File: src/rtl/mvau_stream_pkg.sv
// Shared types and helpers for the MVAU weight streamer.
package mvau_stream_pkg;

  // Controller states: waiting for a job, issuing reads, emptying the pipe.
  typedef enum logic [1:0] {
    IDLE  = 2'd0,
    RUN   = 2'd1,
    DRAIN = 2'd2
  } stream_state_e;

  // Entries in the output skid FIFO.
  localparam int unsigned FIFO_DEPTH = 2;

  // True when one more read can be issued without the FIFO ever overflowing:
  // words already stored plus the word in flight, minus the word leaving now,
  // must leave a free slot.
  function automatic logic fifo_has_room(input logic [1:0] occupancy,
                                         input logic       inflight,
                                         input logic       pop);
    return ({1'b0, occupancy} + {2'b00, inflight}) < (3'(FIFO_DEPTH) + {2'b00, pop});
  endfunction

endpackage

File: src/rtl/mvau_skid_fifo2.sv
// Two-entry register FIFO; the head entry drives the output stream directly.
module mvau_skid_fifo2 #(
  parameter int unsigned DW = 3
) (
  input  logic          clk,
  input  logic          rst_n,
  input  logic          push,
  input  logic [DW-1:0] push_data,
  input  logic          pop,
  output logic [DW-1:0] head_data,
  output logic          head_valid,
  output logic [1:0]    count
);

  logic [DW-1:0] mem_q [2];
  logic [DW-1:0] mem_d [2];
  logic          wr_ptr_q, wr_ptr_d;
  logic          rd_ptr_q, rd_ptr_d;
  logic [1:0]    count_q, count_d;
  logic          do_pop;

  // Next-state for storage, pointers and occupancy; push and pop together keep the count.
  always_comb begin
    // NOTE: every always_comb output gets a default first, so no path leaves a latch behind.
    mem_d    = mem_q;
    wr_ptr_d = wr_ptr_q;
    rd_ptr_d = rd_ptr_q;
    count_d  = count_q;
    do_pop   = pop && (count_q != 2'd0);

    if (push) begin
      mem_d[wr_ptr_q] = push_data;
      wr_ptr_d        = ~wr_ptr_q;
    end
    if (do_pop) begin
      rd_ptr_d = ~rd_ptr_q;
    end

    case ({push, do_pop})
      2'b10:   count_d = count_q + 2'd1;
      2'b01:   count_d = count_q - 2'd1;
      default: count_d = count_q;
    endcase
  end

  // Register update with asynchronous clear.
  always_ff @(posedge clk or negedge rst_n) begin
    if (!rst_n) begin
      // NOTE: the two data entries are cleared too so the head (and m_axis_tdata) reads 0 out of reset.
      for (int i = 0; i < 2; i++) mem_q[i] <= '0;
      wr_ptr_q <= 1'b0;
      rd_ptr_q <= 1'b0;
      count_q  <= 2'd0;
    end else begin
      // NOTE: sequential state uses non-blocking assignments so every flop samples pre-edge values.
      mem_q    <= mem_d;
      wr_ptr_q <= wr_ptr_d;
      rd_ptr_q <= rd_ptr_d;
      count_q  <= count_d;
    end
  end

  assign head_data  = mem_q[rd_ptr_q];
  assign head_valid = (count_q != 2'd0);
  assign count      = count_q;

endmodule

File: src/rtl/mvau_weight_streamer.sv
// Streams NUM_REPS passes of a WMEM_DEPTH-word weight memory onto an AXI-Stream
// port, issuing reads only when the skid FIFO is guaranteed to have room.
module mvau_weight_streamer
  import mvau_stream_pkg::*;
#(
  parameter int unsigned SIMD         = 2,
  parameter int unsigned TW           = 1,
  parameter int unsigned WMEM_DEPTH   = 4,
  parameter int unsigned WMEM_ADDR_BW = 4,
  parameter int unsigned NUM_REPS     = 2
) (
  input  logic                    aclk,
  input  logic                    aresetn,
  input  logic                    start,
  output logic                    busy,
  output logic                    done,
  output logic [WMEM_ADDR_BW-1:0] wmem_addr,
  input  logic [SIMD*TW-1:0]      wmem_rd_data,
  output logic [SIMD*TW-1:0]      m_axis_tdata,
  output logic                    m_axis_tvalid,
  input  logic                    m_axis_tready,
  output logic                    m_axis_tlast
);

  localparam int unsigned WORD_W  = SIMD * TW;
  localparam int unsigned FIFO_W  = WORD_W + 1;
  localparam int unsigned PASS_BW = (NUM_REPS > 1) ? $clog2(NUM_REPS) : 1;

  localparam logic [WMEM_ADDR_BW-1:0] LAST_ADDR = WMEM_ADDR_BW'(WMEM_DEPTH - 1);
  localparam logic [PASS_BW-1:0]      LAST_PASS = PASS_BW'(NUM_REPS - 1);

  stream_state_e           state_q, state_d;
  logic [WMEM_ADDR_BW-1:0] addr_q, addr_d;
  logic [PASS_BW-1:0]      pass_q, pass_d;
  logic                    inflight_q, inflight_d;
  logic                    last_tag_q, last_tag_d;
  logic                    done_q, done_d;

  logic                    issue;
  logic                    pop;
  logic [1:0]              fifo_count;
  logic                    fifo_valid;
  logic [FIFO_W-1:0]       fifo_head;

  // Controller: job start, read issue with address/pass stepping, and drain to done.
  always_comb begin
    state_d    = state_q;
    addr_d     = addr_q;
    pass_d     = pass_q;
    done_d     = 1'b0;
    issue      = 1'b0;
    pop        = fifo_valid && m_axis_tready;

    case (state_q)
      IDLE: begin
        if (start) begin
          state_d = RUN;
          addr_d  = '0;
          pass_d  = '0;
        end
      end
      RUN: begin
        if (fifo_has_room(fifo_count, inflight_q, pop)) begin
          issue = 1'b1;
          if (addr_q == LAST_ADDR) begin
            addr_d = '0;
            pass_d = pass_q + 1'b1;
            if (pass_q == LAST_PASS) state_d = DRAIN;
          end else begin
            addr_d = addr_q + 1'b1;
          end
        end
      end
      DRAIN: begin
        if (!fifo_valid && !inflight_q) begin
          state_d = IDLE;
          done_d  = 1'b1;
        end
      end
      default: state_d = IDLE;
    endcase

    // The memory answers one cycle after the issue; the tag rides alongside.
    inflight_d = issue;
    last_tag_d = issue && (addr_q == LAST_ADDR);
  end

  // Controller registers.
  always_ff @(posedge aclk or negedge aresetn) begin
    if (!aresetn) begin
      state_q    <= IDLE;
      addr_q     <= '0;
      pass_q     <= '0;
      inflight_q <= 1'b0;
      last_tag_q <= 1'b0;
      done_q     <= 1'b0;
    end else begin
      state_q    <= state_d;
      addr_q     <= addr_d;
      pass_q     <= pass_d;
      inflight_q <= inflight_d;
      last_tag_q <= last_tag_d;
      done_q     <= done_d;
    end
  end

  mvau_skid_fifo2 #(
    .DW (FIFO_W)
  ) u_fifo (
    .clk        (aclk),
    .rst_n      (aresetn),
    .push       (inflight_q),
    .push_data  ({last_tag_q, wmem_rd_data}),
    .pop        (pop),
    .head_data  (fifo_head),
    .head_valid (fifo_valid),
    .count      (fifo_count)
  );

  assign busy          = (state_q != IDLE);
  assign done          = done_q;
  assign wmem_addr     = addr_q;
  assign m_axis_tvalid = fifo_valid;
  assign m_axis_tdata  = fifo_head[WORD_W-1:0];
  assign m_axis_tlast  = fifo_head[FIFO_W-1];

endmodule

File: config.mk
export PLATFORM = sky130hd
export DESIGN_NAME = mvau_weight_streamer
export DESIGN_NICKNAME = d
export VERILOG_FILES = /design/src/rtl/mvau_stream_pkg.sv /design/src/rtl/mvau_skid_fifo2.sv /design/src/rtl/mvau_weight_streamer.sv
export SDC_FILE = /design/constraint.sdc
export NUM_CORES = 1
export LEC_CHECK = 0
export BUFFER_PORTS_ARGS = -buffer_cell sky130_fd_sc_hd__buf_2
export CELL_PAD_IN_SITES_DETAIL_PLACEMENT = 1
export CELL_PAD_IN_SITES_GLOBAL_PLACEMENT = 1
export CORE_MARGIN = 4
export CORE_UTILIZATION = 47
export CTS_CLUSTER_DIAMETER = 80
export CTS_CLUSTER_SIZE = 20
export DETAILED_ROUTE_END_ITERATION = 8
export GPL_ROUTABILITY_DRIVEN = 0
export PLACE_DENSITY = 0.8
export SLEW_MARGIN = 20
export SYNTH_ARGS = -nofsm -noshare
export SYNTH_HDL_FRONTEND = slang
export SYNTH_HIERARCHICAL = 1
export SYNTH_SLANG_ARGS = --single-unit
File: constraint.sdc
create_clock -name aclk -period 4 [get_ports aclk]
set_input_delay 0 -clock aclk [delete_from_list [all_inputs] [get_ports aclk]]
set_output_delay 0 -clock aclk [all_outputs]
set_load 0.01 [all_outputs]
==> impl_results.md, run 1 <==
- Number of CTS-inserted buffers: 3
- Status: completed
- Minimum clock period: 1913 ps
- First-pass GRT wire length: 3795 um
- Yosys reg bits: 20
- Reg clk slew, reported paths: 110 ps
- DR pass1 iterations: 2
- Via Count: 721
- Sequential power share: 0.356
- Initial DRC count: 10
- Area share of the largest cell type after synthesis: 0.4773
- Clock tree from TritonCTS: built
- WP data arrival: 2100 ps
- Flop-to-flop setup slack: 2090 ps
- Final Net Count: 116
- Leakage power: 0.5570 nW
- Cell with the most instances after synthesis: dfrtp_1
- Synthesized instance count: 84
- Layout fillers: 221
- Die Width: 55.23 um
- Async SR Flop Fraction: 1.000
- Critical Path Source Type: flip-flop
- EDFF count, synth: 0
- Reg2Reg Depth: 5
- Max Transition Viols Final: 0
- H-tree Lvls: 1
- I/O pin count: 16
- Primary FF master, synth: dfrtp_1
- Core Box Area: 2042 sq um
- Synth top cells by count: dfrtp_1 (20), mux2_2 (9), nand2_1 (5)
- I/O Buffers: 15
- Pint: 664.3 uW
- Vias per cell: 5.504
- Area growth syn-to-layout: 14.92%
- Clk buf depth: 2
- YS warnings: 6
- Critical R2R Capture: wmem_addr[0]
- Die height: 55.23 um
- GR Util All Layers: 0.1579
- Skew-Pair Late Insertion Delay: 290 ps
- Post-Syn Area: 1049 sq um
- WS Path Type: flip-flop to flip-flop
- Critical Path Source: inflight_q
- Max Fclk: 522.7 MHz
- Largest cells by area after synthesis: dfrtp_1 (48%), mux2_2 (9.7%), ha_1 (4.8%), nand4bb_4 (2.6%), xor2_1 (2.5%)
- Worst-Margin Slew: 494.1 ps
- Number of max-cap violations: 0
- N_diodes: 0
- Utilization after layout: 0.5901
- Largest net degree at the start of global routing: 21
- Setup Total Neg Slack: 0 ps
- P_sw: 454.1 uW
- Worst hold slack: 80.40 ps
- Worst EP required: 4190 ps
- R2R Path Start: inflight_q
- Routed length per placed instance: 16.46 um
- PD cells: 928.2 nW/um^2
- Post-Syn Area per Cell: 12.48 sq um
- CTS root buf: clkbuf_4
- # setup viols final: 0
- Antenna violations before repair: 0
- Post-CTS Setup Bufs: 0
- Clock Power Share: 0.084
- Synthesized net count: 94
- Die area: 3050 sq um
- Sw frac: 0.4060
- Routed Antenna Nets: 0
- Fraction of layout cells with a size suffix above 1: 0.3750
- Cell Rows: 16
- Max-Slew Margin vs Limit: 0.6699
- RSZ-0062 raised after global routing: no
- Crit. End Element: flip-flop
- Period utilization: 0.4783
- Post-route DRC: 0
- CP Max Fanout: 6
- Clk_skew: 4.533 ps
- HPWL Detailed: 1618 um
- Unique masters post-synth: 38
- CTS Sinks: 20
- Worst vdd ir: 0.4599 mV
- Logic pwr share: 0.560
- Vias in the first global route: 785
- Final hold violations: 0
- Initial core utilization: 0.5135
- Hold Path Class: primary input to flip-flop
- Worst setup endpoint: wmem_addr[0]
- GRT overflow: 0
- Area leader, netlist: dfrtp_1
- Register area share after synthesis: 0.4773
- Final wirelength: 2156 um
==> layout by cell type, fill, tap and decap left out, drive strengths merged, types with 2 or more instances in the layout <==
cell type and instances:
inv 4, and2 3, xor2 3, nor3 2, dlygate4sd3 3, nor2 3, xnor2 2, clkbuf 3
ha 4, dfrtp 20, nand2 6, buf 15, o21ai 3, or2 2, mux2 10, nor3b 2
==> cells by family after synthesis <==
group | Yosys count | share of synthesized area
DFF | 20 | 0.4773
xor gates and xnor gates | 5 | 0.04177
muxes | 10 | 0.1110
and+or+nand+nor | 25 | 0.1719
adders and majority gates | 4 | 0.04773
AOI/OAI and AO/OA | 15 | 0.1313
buffers and inverters | 5 | 0.01908
==> power groups by stage <==
stage	Combinational, mW	Sequential, mW	Clock, mW
floorplan	0.486	0.374	0
detailed placement	0.624	0.401	0
finish	0.626	0.399	0.0934
global placement	0.597	0.395	0
global route	0.689	0.415	0.107
CTS	0.635	0.399	0.0954
==> registers in the layout, indices dropped and copies added, names as in the netlist <==
signal,flops
u_fifo/wr_ptr_q,1
wmem_addr,4
u_fifo/rd_ptr_q,1
u_fifo/mem_q,6
state_q,2
done,1
pass_q,1
u_fifo/count,2
last_tag_q,1
inflight_q,1
==> worst max-delay path: stages, from the launching register on <==
cell and delay, ps:
dfrtp_1 460, ha_1 230, ha_1 290, or2_4 280, a31o_4 260, mux2_4 290
==> metrics by stage <==
| step | cell area, sq um | worst slack (ps) | instances | power (mW) |
|---|---|---|---|---|
| 3_3_place_gp | 1152 | 2133 | 125 | 0.9917 |
| 3_5_place_dp | 1152 | 2081 | 125 | 1.025 |
| 5_1_grt | 1205 | 1949 | 131 | 1.211 |
| 6_report | 1205 | 2087 | 131 | 1.118 |
| 2_1_floorplan | 1049 | 2174 | 84 | 0.8600 |
| 4_1_cts | 1205 | 2085 | 131 | 1.129 |
==> worst min-delay path by stage <==
stage,from,to,depth (start not counted)
6_report,start,state_q[0],3
5_1_grt,start,state_q[0],3
3_3_place_gp,aresetn,u_fifo/rd_ptr_q,1
4_1_cts,start,state_q[0],3
2_1_floorplan,aresetn,done,0
3_5_place_dp,aresetn,u_fifo/mem_q[4],1
==> per-layer routing <==
layer  GRT usage  routed length [um]  vias to the layer above
met4     0.07292                  30                        0
met2      0.2517                1055                       15
met5           0                   0                        -
li1            -                   -                      346
met3     0.03030                  58                        2
met1      0.2062                1011                      358
==> cell type report <==
class	instances	area, sq um	share of cell area
timing repair buffer	18	105.1	0.08723
sequential	20	500.5	0.4154
inverter	4	15.01	0.01246
multi-input combinational	59	528.0	0.4382
clock buffer	3	22.52	0.01869
tap	27	33.78	0.02804
==> repair_timing <==
action	4_1_cts	5_1_grt
hold buffers	3	0
hold endpoints to repair	24	0
resized for setup	0	0
No activity file was read; power rests on OpenSTA's default activity.
==> inputs of run 2 (changes only) <==
Settings changed: CORE_UTILIZATION 47 to 44, PLACE_DENSITY 0.8 to 0.76.
Clock period 4 ns to 1.8 ns, I/O delays scaled along.
==> run 2 against run 1 <==
- sequential power grew 120%
- die area is 5.8% higher
- setup slack worse by 2000 ps
- non-clock buffer count is 9 higher
- critical endpoint is now wmem_addr[2]
- utilization up 1.4 points
- combinational power increased to 2.9 times the previous value
- wire length up 26%
==> impl_results.md, run 2 (synthesis gave the netlist of run 1 again) <==
- Sw frac: 0.4063
- Vias in the first global route: 869
- Final wirelength: 2715 um
- Met1 WL: 1155 um
- Clk_skew: 7.633 ps
- CP Max Fanout: 4
- PD cells: 2200 nW/um^2
- Final hold violations: 0
- Number of CTS-inserted buffers: 3
- Final Net Count: 125
- P_sw: 1.206 mW
- Clk buf depth: 2
- GRT overflow: 0
- Worst-Margin Slew: 452.3 ps
- WP data arrival: 2010 ps
- Hold Path Stages: 4
- Logic pwr share: 0.615
- N_diodes: 0
- Number of max-cap violations: 0
- Fraction of layout cells with a size suffix above 1: 0.4825
- Crit path buf inv count: 0
- # setup viols final: 0
- Register with the most flip-flops: u_fifo/mem_q
- Cell count along the critical path: 5
- Layout fillers: 245
- Die area: 3228 sq um
- Setup Total Neg Slack: 0 ps
- Period utilization: 0.9717
- Cell Rows: 17
- Critical Path Source Type: flip-flop
- Critical path cell sequence: ha_2 -> ha_4 -> or2_4 -> a2111oi_2 -> a211o_1
- Max-Slew Margin vs Limit: 0.6985
- Core Box Area: 2233 sq um
- H-tree Lvls: 1
- DR WL met2: 1433 um
- Hold Path Origin: start
- Worst path top cell family by delay: compound AO/OA/AOI/OAI gates
- CTS Sinks: 20
- Reg2Reg Depth: 5
- CP max stage delay: 440 ps
- First-pass GRT wire length: 4271 um
- R2R Path Start: u_fifo/count[0]
- Clock Power Share: 0.090
- I/O Buffers: 15
- Commonest cells after routing, fill and taps aside: dfrtp_1 (20), buf_2 (15), mux2_2 (9)
- Post-route DRC: 0
- CTS root buf: clkbuf_4
- Routed length per placed instance: 19.12 um
- CP max stage cell: a2111oi_2
- GR Util All Layers: 0.1706
- WS Path Type: flip-flop to flip-flop
- Area growth syn-to-layout: 28.64%
- Multi-input gate area: 573.1 sq um
- Max Fclk: 571.7 MHz
- Antenna violations before repair: 0
- DR WL met3: 99 um
- I/O pin count: 16
- Power Total: 2.968 mW
- Initial DRC count: 8
- Hold EP: wmem_addr[3]
- Max Transition Viols Final: 0
- Worst EP required: 2060 ps
- Largest register FFs: 6
- Skew-Pair Late Insertion Delay: 310 ps
- Status: completed
- Largest net degree at the start of global routing: 21
- Clock tree from TritonCTS: built
- Commonest non-fill, non-tap cell in the layout: dfrtp_1
- Critical R2R Capture: wmem_addr[2]
- HPWL Detailed: 1692 um
- Flop-to-flop setup slack: 50 ps
- Die Width: 56.82 um
- Reg clk slew, reported paths: 120 ps
- Sequential power share: 0.295
- Pint: 1.762 mW
- DR pass1 iterations: 4
- Die height: 56.82 um
- Routed Antenna Nets: 0
- Worst vdd ir: 1.437 mV
- Via Count: 790
- Minimum clock period: 1749 ps
- Initial core utilization: 0.4695
- Leakage power: 0.6185 nW
- Vias per cell: 5.563
- Crit. End Element: flip-flop
- DR top layer: met4
- Hold Path Class: primary input to flip-flop
- FF/Latch Area: 500.5 sq um
[run 2: power groups by stage]
stage	clock, mW	sequential [mW]	combinational (mW)
3_3_place_gp	0	0.854	1.41
5_1_grt	0.294	0.916	1.98
6_report	0.267	0.875	1.83
4_1_cts	0.274	0.866	1.58
2_1_floorplan	0	0.833	1.08
3_5_place_dp	0	0.873	1.46
[run 2: metrics by stage]
stage / instance area, sq um / utilization / setup slack [ps] / std cells / hold slack [ps]
2_1_floorplan: 1051 / - / 13.06 / 84 / -295.6
3_3_place_gp: 1179 / 0.5277 / 54.54 / 129 / -34.72
3_5_place_dp: 1179 / 0.5277 / 0.4882 / 129 / -24.58
4_1_cts: 1279 / 0.5725 / 8.734 / 138 / 72.54
5_1_grt: 1349 / 0.6039 / -50.29 / 142 / 96.70
6_report: 1349 / 0.6039 / 50.93 / 142 / 90.86
[run 2: timing repair]
| action | CTS | global route |
|---|---|---|
| pin swaps | 1 | 6 |
| hold endpoints to repair | 24 | 0 |
| endpoints found under the setup margin | 2 | 3 |
| setup buffers | 2 | 4 |
| gates resized for setup | 3 | 5 |
| hold buffers | 3 | 0 |
[run 2: worst max-delay path by stage]
stage	endpoint	startpoint	slack, ps
2_1_floorplan	wmem_addr[0]	inflight_q	10
3_3_place_gp	wmem_addr[0]	inflight_q	50
3_5_place_dp	wmem_addr[0]	inflight_q	0.5
4_1_cts	u_fifo/count[1]	u_fifo/count[0]	9
5_1_grt	wmem_addr[2]	u_fifo/count[0]	-50
6_report	wmem_addr[2]	u_fifo/count[0]	50
[run 2: per-layer routing]
metal  track usage  vias to the layer above
met2        0.2904                       20
met1        0.2160                      397
met3       0.03678                        4
li1              -                      369
met5             0                        -
met4       0.04967                        0
[run 2: layout make-up]
class,instances,area share
clock buffers,4,0.02690
inverters,4,0.01113
multi-input cells,59,0.4249
flip-flops and latches,20,0.3711
well taps,28,0.02597
repair buffers,27,0.1401
[run 2: tightest hold or removal path: stages]
cell and delay (ps):
buf_2 100, o21bai_4 90, nand2_1 80, o211ai_1 90
